[src/rtl/uart_tx_arbiter_if.sv]
// uart_tx_arbiter_if -- requester/UART bundle for uart_tx_arbiter.
//   i_req / i_word / i_nbytes   : per-requester word, length (bytes-1) and pending flag
//   i_uart_data_sent            : UART TX idle flag (high = idle)
//   o_uart_data / o_uart_send_data : byte + send request toward the UART
//   o_grant / o_done            : one-hot pulses per requester
//   o_busy                      : arbiter is mid-word
// Modports: master = requesters/UART side, slave = arbiter.
interface uart_tx_arbiter_if #(
    parameter int DATA_BITS = 8,
    parameter int NBITS     = 32,
    parameter int N_REQ     = 2
);
    logic [N_REQ-1:0]       i_req;
    logic [N_REQ*NBITS-1:0] i_word;
    logic [N_REQ*2-1:0]     i_nbytes;
    logic                   i_uart_data_sent;
    logic [DATA_BITS-1:0]   o_uart_data;
    logic                   o_uart_send_data;
    logic [N_REQ-1:0]       o_grant;
    logic [N_REQ-1:0]       o_done;
    logic                   o_busy;

    modport master (
        output i_req, i_word, i_nbytes, i_uart_data_sent,
        input  o_uart_data, o_uart_send_data, o_grant, o_done, o_busy
    );

    modport slave (
        input  i_req, i_word, i_nbytes, i_uart_data_sent,
        output o_uart_data, o_uart_send_data, o_grant, o_done, o_busy
    );
endinterface

[src/rtl/uart_tx_arbiter.sv]
// uart_tx_arbiter -- shares one UART transmitter among N_REQ word requesters.
// A granted requester's word is latched and sent MSB-first as 1..4 bytes
// over the UART send/sent handshake; o_done pulses after the last byte.
// Ports:
//   i_clk  : clock, all logic on posedge
//   i_rst  : synchronous active-high reset
//   bus    : uart_tx_arbiter_if.slave (requests, words, UART handshake, pulses)
// Configuration macro: UART_TX_ARB_RR_EN
//   defined   -> round-robin arbitration starting after the last winner
//   undefined -> fixed priority, lowest index wins (no rr pointer)
module uart_tx_arbiter #(
    parameter int DATA_BITS = 8,
    parameter int NBITS     = 32,
    parameter int N_REQ     = 2
) (
    input  logic i_clk,
    input  logic i_rst,
    uart_tx_arbiter_if.slave bus
);
    localparam int IDX_W = (N_REQ > 1) ? $clog2(N_REQ) : 1;
    localparam logic [N_REQ-1:0] ONE = 1;

    typedef enum logic [1:0] {IDLE, SEND, WAIT} state_t;

    state_t               state;
    logic [NBITS-1:0]     shift;
    logic [1:0]           byte_cnt;
    logic [IDX_W-1:0]     owner;
    logic [IDX_W-1:0]     winner;
    logic [DATA_BITS-1:0] uart_data;
    logic                 send;
    logic [N_REQ-1:0]     grant;
    logic [N_REQ-1:0]     done;
    logic                 busy;
    logic                 any_req;

    assign any_req = |bus.i_req;

`ifdef UART_TX_ARB_RR_EN
    logic [IDX_W-1:0] rr_ptr;
    logic             found;
    int               idx;

    // Search starts one past the last winner and wraps, so the requester
    // just served is considered last.
    always_comb begin
        winner = '0;
        found  = 1'b0;
        idx    = 0;
        for (int i = 1; i <= N_REQ; i++) begin
            idx = (int'(rr_ptr) + i) % N_REQ;
            if (!found && bus.i_req[idx]) begin
                winner = IDX_W'(idx);
                found  = 1'b1;
            end
        end
    end
`else
    // Descending scan: the last hit, i.e. the lowest set index, wins.
    always_comb begin
        winner = '0;
        for (int i = N_REQ - 1; i >= 0; i--) begin
            if (bus.i_req[i]) winner = IDX_W'(i);
        end
    end
`endif

    always_ff @(posedge i_clk) begin
        if (i_rst) begin
            state     <= IDLE;
            shift     <= '0;
            byte_cnt  <= '0;
            owner     <= '0;
            uart_data <= '0;
            send      <= 1'b0;
            grant     <= '0;
            done      <= '0;
            busy      <= 1'b0;
`ifdef UART_TX_ARB_RR_EN
            rr_ptr    <= IDX_W'(N_REQ - 1);
`endif
        end else begin
            grant <= '0;
            done  <= '0;
            case (state)
                IDLE: begin
                    if (any_req) begin
                        shift     <= bus.i_word[winner*NBITS +: NBITS];
                        byte_cnt  <= bus.i_nbytes[winner*2 +: 2];
                        owner     <= winner;
                        // First byte is taken straight from the input word so
                        // it is valid in the very first SEND cycle.
                        uart_data <= bus.i_word[winner*NBITS + (NBITS - DATA_BITS) +: DATA_BITS];
                        send      <= 1'b1;
                        busy      <= 1'b1;
                        grant     <= ONE << winner;
                        state     <= SEND;
`ifdef UART_TX_ARB_RR_EN
                        rr_ptr    <= winner;
`endif
                    end
                end
                SEND: begin
                    // The UART acknowledges by dropping its idle flag.
                    if (!bus.i_uart_data_sent) begin
                        send  <= 1'b0;
                        state <= WAIT;
                    end
                end
                WAIT: begin
                    if (bus.i_uart_data_sent) begin
                        if (byte_cnt == 2'd0) begin
                            done  <= ONE << owner;
                            busy  <= 1'b0;
                            state <= IDLE;
                        end else begin
                            byte_cnt  <= byte_cnt - 2'd1;
                            shift     <= shift << DATA_BITS;
                            // Next byte is the one just below the current MSB byte.
                            uart_data <= shift[NBITS-DATA_BITS-1 -: DATA_BITS];
                            send      <= 1'b1;
                            state     <= SEND;
                        end
                    end
                end
                default: state <= IDLE;
            endcase
        end
    end

    assign bus.o_uart_data      = uart_data;
    assign bus.o_uart_send_data = send;
    assign bus.o_grant          = grant;
    assign bus.o_done           = done;
    assign bus.o_busy           = busy;
endmodule

[src/flat_wrapper.sv]
// flat-port wrapper written by rule: the top's interface ports become plain ports
module uart_tx_arbiter_flat 
#(
    parameter int DATA_BITS = 8,
    parameter int NBITS     = 32,
    parameter int N_REQ     = 2
)
  (i_clk, i_rst, bus_i_req, bus_i_word, bus_i_nbytes, bus_i_uart_data_sent, bus_o_uart_data, bus_o_uart_send_data, bus_o_grant, bus_o_done, bus_o_busy);
  uart_tx_arbiter_if #(.DATA_BITS(DATA_BITS), .NBITS(NBITS), .N_REQ(N_REQ)) bus_i ();
  input  logic i_clk;
  input  logic i_rst;
  input wire logic [$bits(bus_i.i_req)-1:0] bus_i_req;
  input wire logic [$bits(bus_i.i_word)-1:0] bus_i_word;
  input wire logic [$bits(bus_i.i_nbytes)-1:0] bus_i_nbytes;
  input wire logic [$bits(bus_i.i_uart_data_sent)-1:0] bus_i_uart_data_sent;
  output wire logic [$bits(bus_i.o_uart_data)-1:0] bus_o_uart_data;
  output wire logic [$bits(bus_i.o_uart_send_data)-1:0] bus_o_uart_send_data;
  output wire logic [$bits(bus_i.o_grant)-1:0] bus_o_grant;
  output wire logic [$bits(bus_i.o_done)-1:0] bus_o_done;
  output wire logic [$bits(bus_i.o_busy)-1:0] bus_o_busy;
  assign bus_i.i_req = bus_i_req;
  assign bus_i.i_word = bus_i_word;
  assign bus_i.i_nbytes = bus_i_nbytes;
  assign bus_i.i_uart_data_sent = bus_i_uart_data_sent;
  assign bus_o_uart_data = bus_i.o_uart_data;
  assign bus_o_uart_send_data = bus_i.o_uart_send_data;
  assign bus_o_grant = bus_i.o_grant;
  assign bus_o_done = bus_i.o_done;
  assign bus_o_busy = bus_i.o_busy;
  uart_tx_arbiter #(.DATA_BITS(DATA_BITS), .NBITS(NBITS), .N_REQ(N_REQ)) u_core (.i_clk(i_clk), .i_rst(i_rst), .bus(bus_i));
endmodule
[config.mk]
export PLATFORM = sky130hd
export DESIGN_NAME = uart_tx_arbiter_flat
export DESIGN_NICKNAME = d
export VERILOG_FILES = /design/src/rtl/uart_tx_arbiter_if.sv /design/src/rtl/uart_tx_arbiter.sv /design/src/flat_wrapper.sv
export SDC_FILE = /design/constraint.sdc
export NUM_CORES = 1
export LEC_CHECK = 0
export ABC_AREA = 1
export ABC_CLOCK_PERIOD_IN_PS = 1700
export BUFFER_PORTS_ARGS = -buffer_cell sky130_fd_sc_hd__buf_2
export CAP_MARGIN = 20
export CORE_MARGIN = 8
export CORE_UTILIZATION = 40
export DETAILED_ROUTE_END_ITERATION = 10
export PLACE_DENSITY_LB_ADDON = 0.1
export SKIP_LAST_GASP = 1
export SLEW_MARGIN = 20
export SYNTH_ARGS = -nofsm -noshare
export SYNTH_HDL_FRONTEND = slang
export SYNTH_SLANG_ARGS = --single-unit
[constraint.sdc]
create_clock -name i_clk -period 1.7 [get_ports i_clk]
set_input_delay 0.425 -clock i_clk [delete_from_list [all_inputs] [get_ports i_clk]]
set_output_delay 0.425 -clock i_clk [all_outputs]
set_load 0.02 [all_outputs]
==> summary.md <==
| Metric | Value |
|---|---|
| Status | complete, no violations |
| Max frequency | 658 MHz |
| CTS tree | done |
| Worst vdd ir | 0.366 mV |
| Placer Congestion | 0.800 |
| Hold buffer count at cts | 0 |
| Post-synth EDFFs | 0 |
| Hpwl dp | 4620 um |
| Gr ovfl total | 0 |
| Final wirelength | 6120 um |
| Fraction of the yosys area taken by sequential cells | 0.356 |
| Vias in the first global route | 2334 |
| I/O pin count | 87 |
| Max-cap violation count | 0 |
| Slew headroom | 0.722 |
| Reg clk slew, reported paths | 80 ps |
| Vias | 2496 |
| RSZ-0062 raised after global routing | no |
| CP required | 1890 ps |
| Min-Delay Path Class | input port to register |
| Drt pass-1 iters | 4 |
| Hold_ws | 373 ps |
| Delay of the slowest cell on the worst path | 340 ps |
| Port Buffers | 86 |
| Layout Area Growth over Synthesis | 25.1% |
| DP Cell Count | 545 |
| Post-synth net total | 471 |
| Async SR Flop Fraction | 0 |
| Clk_lat worst skew | 290 ps |
| Fin crit period | 1520 ps |
| Area of the multi-input gates | 0.00126 sq mm |
| Reg2reg setup slack | 180 ps |
| Seq pwr share | 0.457 |
| Post CTS Setup Buffer Count | 0 |
| Critical path's slowest cell | dfxtp_1 |
| CTS H-tree lvls | 2 |
| Hold Vio Cnt, Final | 0 |
| Antenna cell count | 0 |
| TNS Setup | 0 ps |
| Int Power | 1.74 mW |
| Share of layout cells above drive strength 1 | 0.232 |
| Worst setup path startpoint | u_core.byte_cnt[0] |
| Synthesized flop and latch total | 43 |
| Clk buf depth | 2 |
| Reg-to-Reg End | u_core.shift[12] |
| Drt wl/cell | 11.1 um |
| Core Area | 0.00589 sq mm |
| Sw Pwr | 840 uW |
| Root Driver | clkbuf_8 |
| Die Ht | 93.7 um |
| CP top delay family | simple AND/OR/NAND/NOR gates |
| Hold Path Cell Cnt | 2 |
| Worst Setup EP | u_core.shift[12] |
| Avg Synthesized Cell Area | 6.09 sq um |
| Post-synthesis cell count | 397 |
| Clk pwr share | 0.240 |
| CP cell instances | inv_1, ha_1, nor2_1, nand2_1, nand2_4, nand2_4, buf_4, a21oi_1, nor2_1 |
| Layout net count | 551 |
| Row cnt | 28 |
| CTS buffer count | 5 |
| DIE WIDTH | 93.7 um |
| First DRT Iteration DRCs | 98 |
| DIE AREA | 0.00878 sq mm |
| Worst path depth | 9 |
| DRC viols | 0 |
| Initial antenna violation count | 0 |
| Fillers | 623 |
| Worst Path Buf+Inv | 2 |
| Pwr Density | 854 mW/mm^2 |
| Setup CP Type | register to register |
| Leak pwr | 1.62 nW |
| Mapped Area | 0.00242 sq mm |
| Top FF cell, synth | dfxtp_1 |
| Sw frac | 0.325 |
| Crit end category | register |
| YS warnings | 0 |
| First-pass GRT wire length | 10400 um |
| Post-route insts no fill | 553 |
| Gates resized, CTS repair | 0 |
| Final setup fails | 0 |
| CP arrival | 1710 ps |
| Slew @ Worst Pin | 417 ps |
| Logic gate share of total power | 0.303 |
| Pins Over Slew Limit | 0 |
| Clock Skew | 4.80 ps |
| Period utilisation layout | 0.894 |
| R2R Path Start | u_core.byte_cnt[0] |
| GRT Overall Usage | 0.142 |
| ANT nets after route | 0 |
| Initial core utilization | 0.411 |
| Crit path max fanout | 10 |
| Clock Sinks | 43 |
| Finished Core Util | 0.513 |
| Via density | 4.51 |
| Sequential cell area | 861 sq um |
| Element type at the critical path start | register |
| Yosys cell types | 22 |
| Worst Reg2Reg Path Length in Cells | 9 |
| Largest net degree at the start of global routing | 32 |
[synth_stat cells, drive strengths merged (2+ instances only)]
cell type,n,share of area
nand2,170,0.27
nor2,39,0.068
o21ai,4,0.0098
o211ai,6,0.021
buf,18,0.050
dfxtp,43,0.36
inv,41,0.064
clkbuf,5,0.0078
a21oi,31,0.064
or2,2,0.0052
nand3,34,0.070
[layer usage]
layer  GRT usage  wire (um)  up-vias
met5           0          0        -
met4      0.0396         26        0
met2       0.243       2940       41
met3      0.0376        268        2
met1       0.170       2890     1075
li1            -          -     1378
[kinds of logic after synthesis]
| kind of cell | share of synthesized area |
|---|---|
| and+or+nand+nor | 0.419 |
| buffers and inverters | 0.122 |
| DFF | 0.356 |
| AOI/OAI and AO/OA | 0.0979 |
| adders and majority gates | 0.00518 |
[cell usage in the layout, fill, tap and decap left out, drive strengths merged, types with 2 or more instances in the layout]
cell    count
o21ai       4
a21oi      31
nand3      34
nand2     170
inv        41
nor2       39
o211ai      6
dfxtp      43
clkbuf      7
buf        96
or2         2
[cell type report]
class | count | area share
clock buffer | 7 | 0.0253
clock inverter | 1 | 0.00166
inverter | 41 | 0.0509
multi-input combinational | 290 | 0.418
sequential | 43 | 0.285
tap | 75 | 0.0311
timing repair buffer | 96 | 0.188
[worst min-delay path by stage]
stage / slack [ps] / start / to
floorplan: 400 / u_core.owner / u_core.bus.o_done[0]
global placement: 410 / u_core.owner / u_core.bus.o_done[0]
detailed placement: 420 / u_core.owner / u_core.bus.o_done[0]
CTS: 360 / bus_i_uart_data_sent / u_core.state[1]
global route: 360 / bus_i_uart_data_sent / u_core.state[1]
finish: 370 / bus_i_uart_data_sent / u_core.state[1]
[flip-flops by register name, indices dropped and copies added, names as in the netlist]
signal,count
u_core.state,2
u_core.bus.o_uart_data,8
u_core.bus.o_uart_send_data,1
u_core.bus.o_done,2
u_core.shift,24
u_core.byte_cnt,2
u_core.bus.o_busy,1
u_core.bus.o_grant,2
u_core.owner,1
[power groups by stage]
| stage | registers [mW] | logic (mW) | clock network (mW) |
|---|---|---|---|
| finish | 1.18 | 0.782 | 0.618 |
| global placement | 1.20 | 0.780 | 0 |
| CTS | 1.18 | 0.794 | 0.647 |
| detailed placement | 1.21 | 0.790 | 0 |
| floorplan | 1.24 | 0.520 | 0 |
| global route | 1.20 | 0.893 | 0.702 |
[per-stage QoR]
step | cell area [sq um] | setup slack [ps] | power (mW)
2_1_floorplan | 2420 | 326 | 1.76
3_3_place_gp | 2940 | 194 | 1.98
3_5_place_dp | 2940 | 181 | 2.00
4_1_cts | 3020 | 163 | 2.62
5_1_grt | 3020 | 14.1 | 2.79
6_report | 3020 | 181 | 2.58
Power figures use the tool's default switching activity.
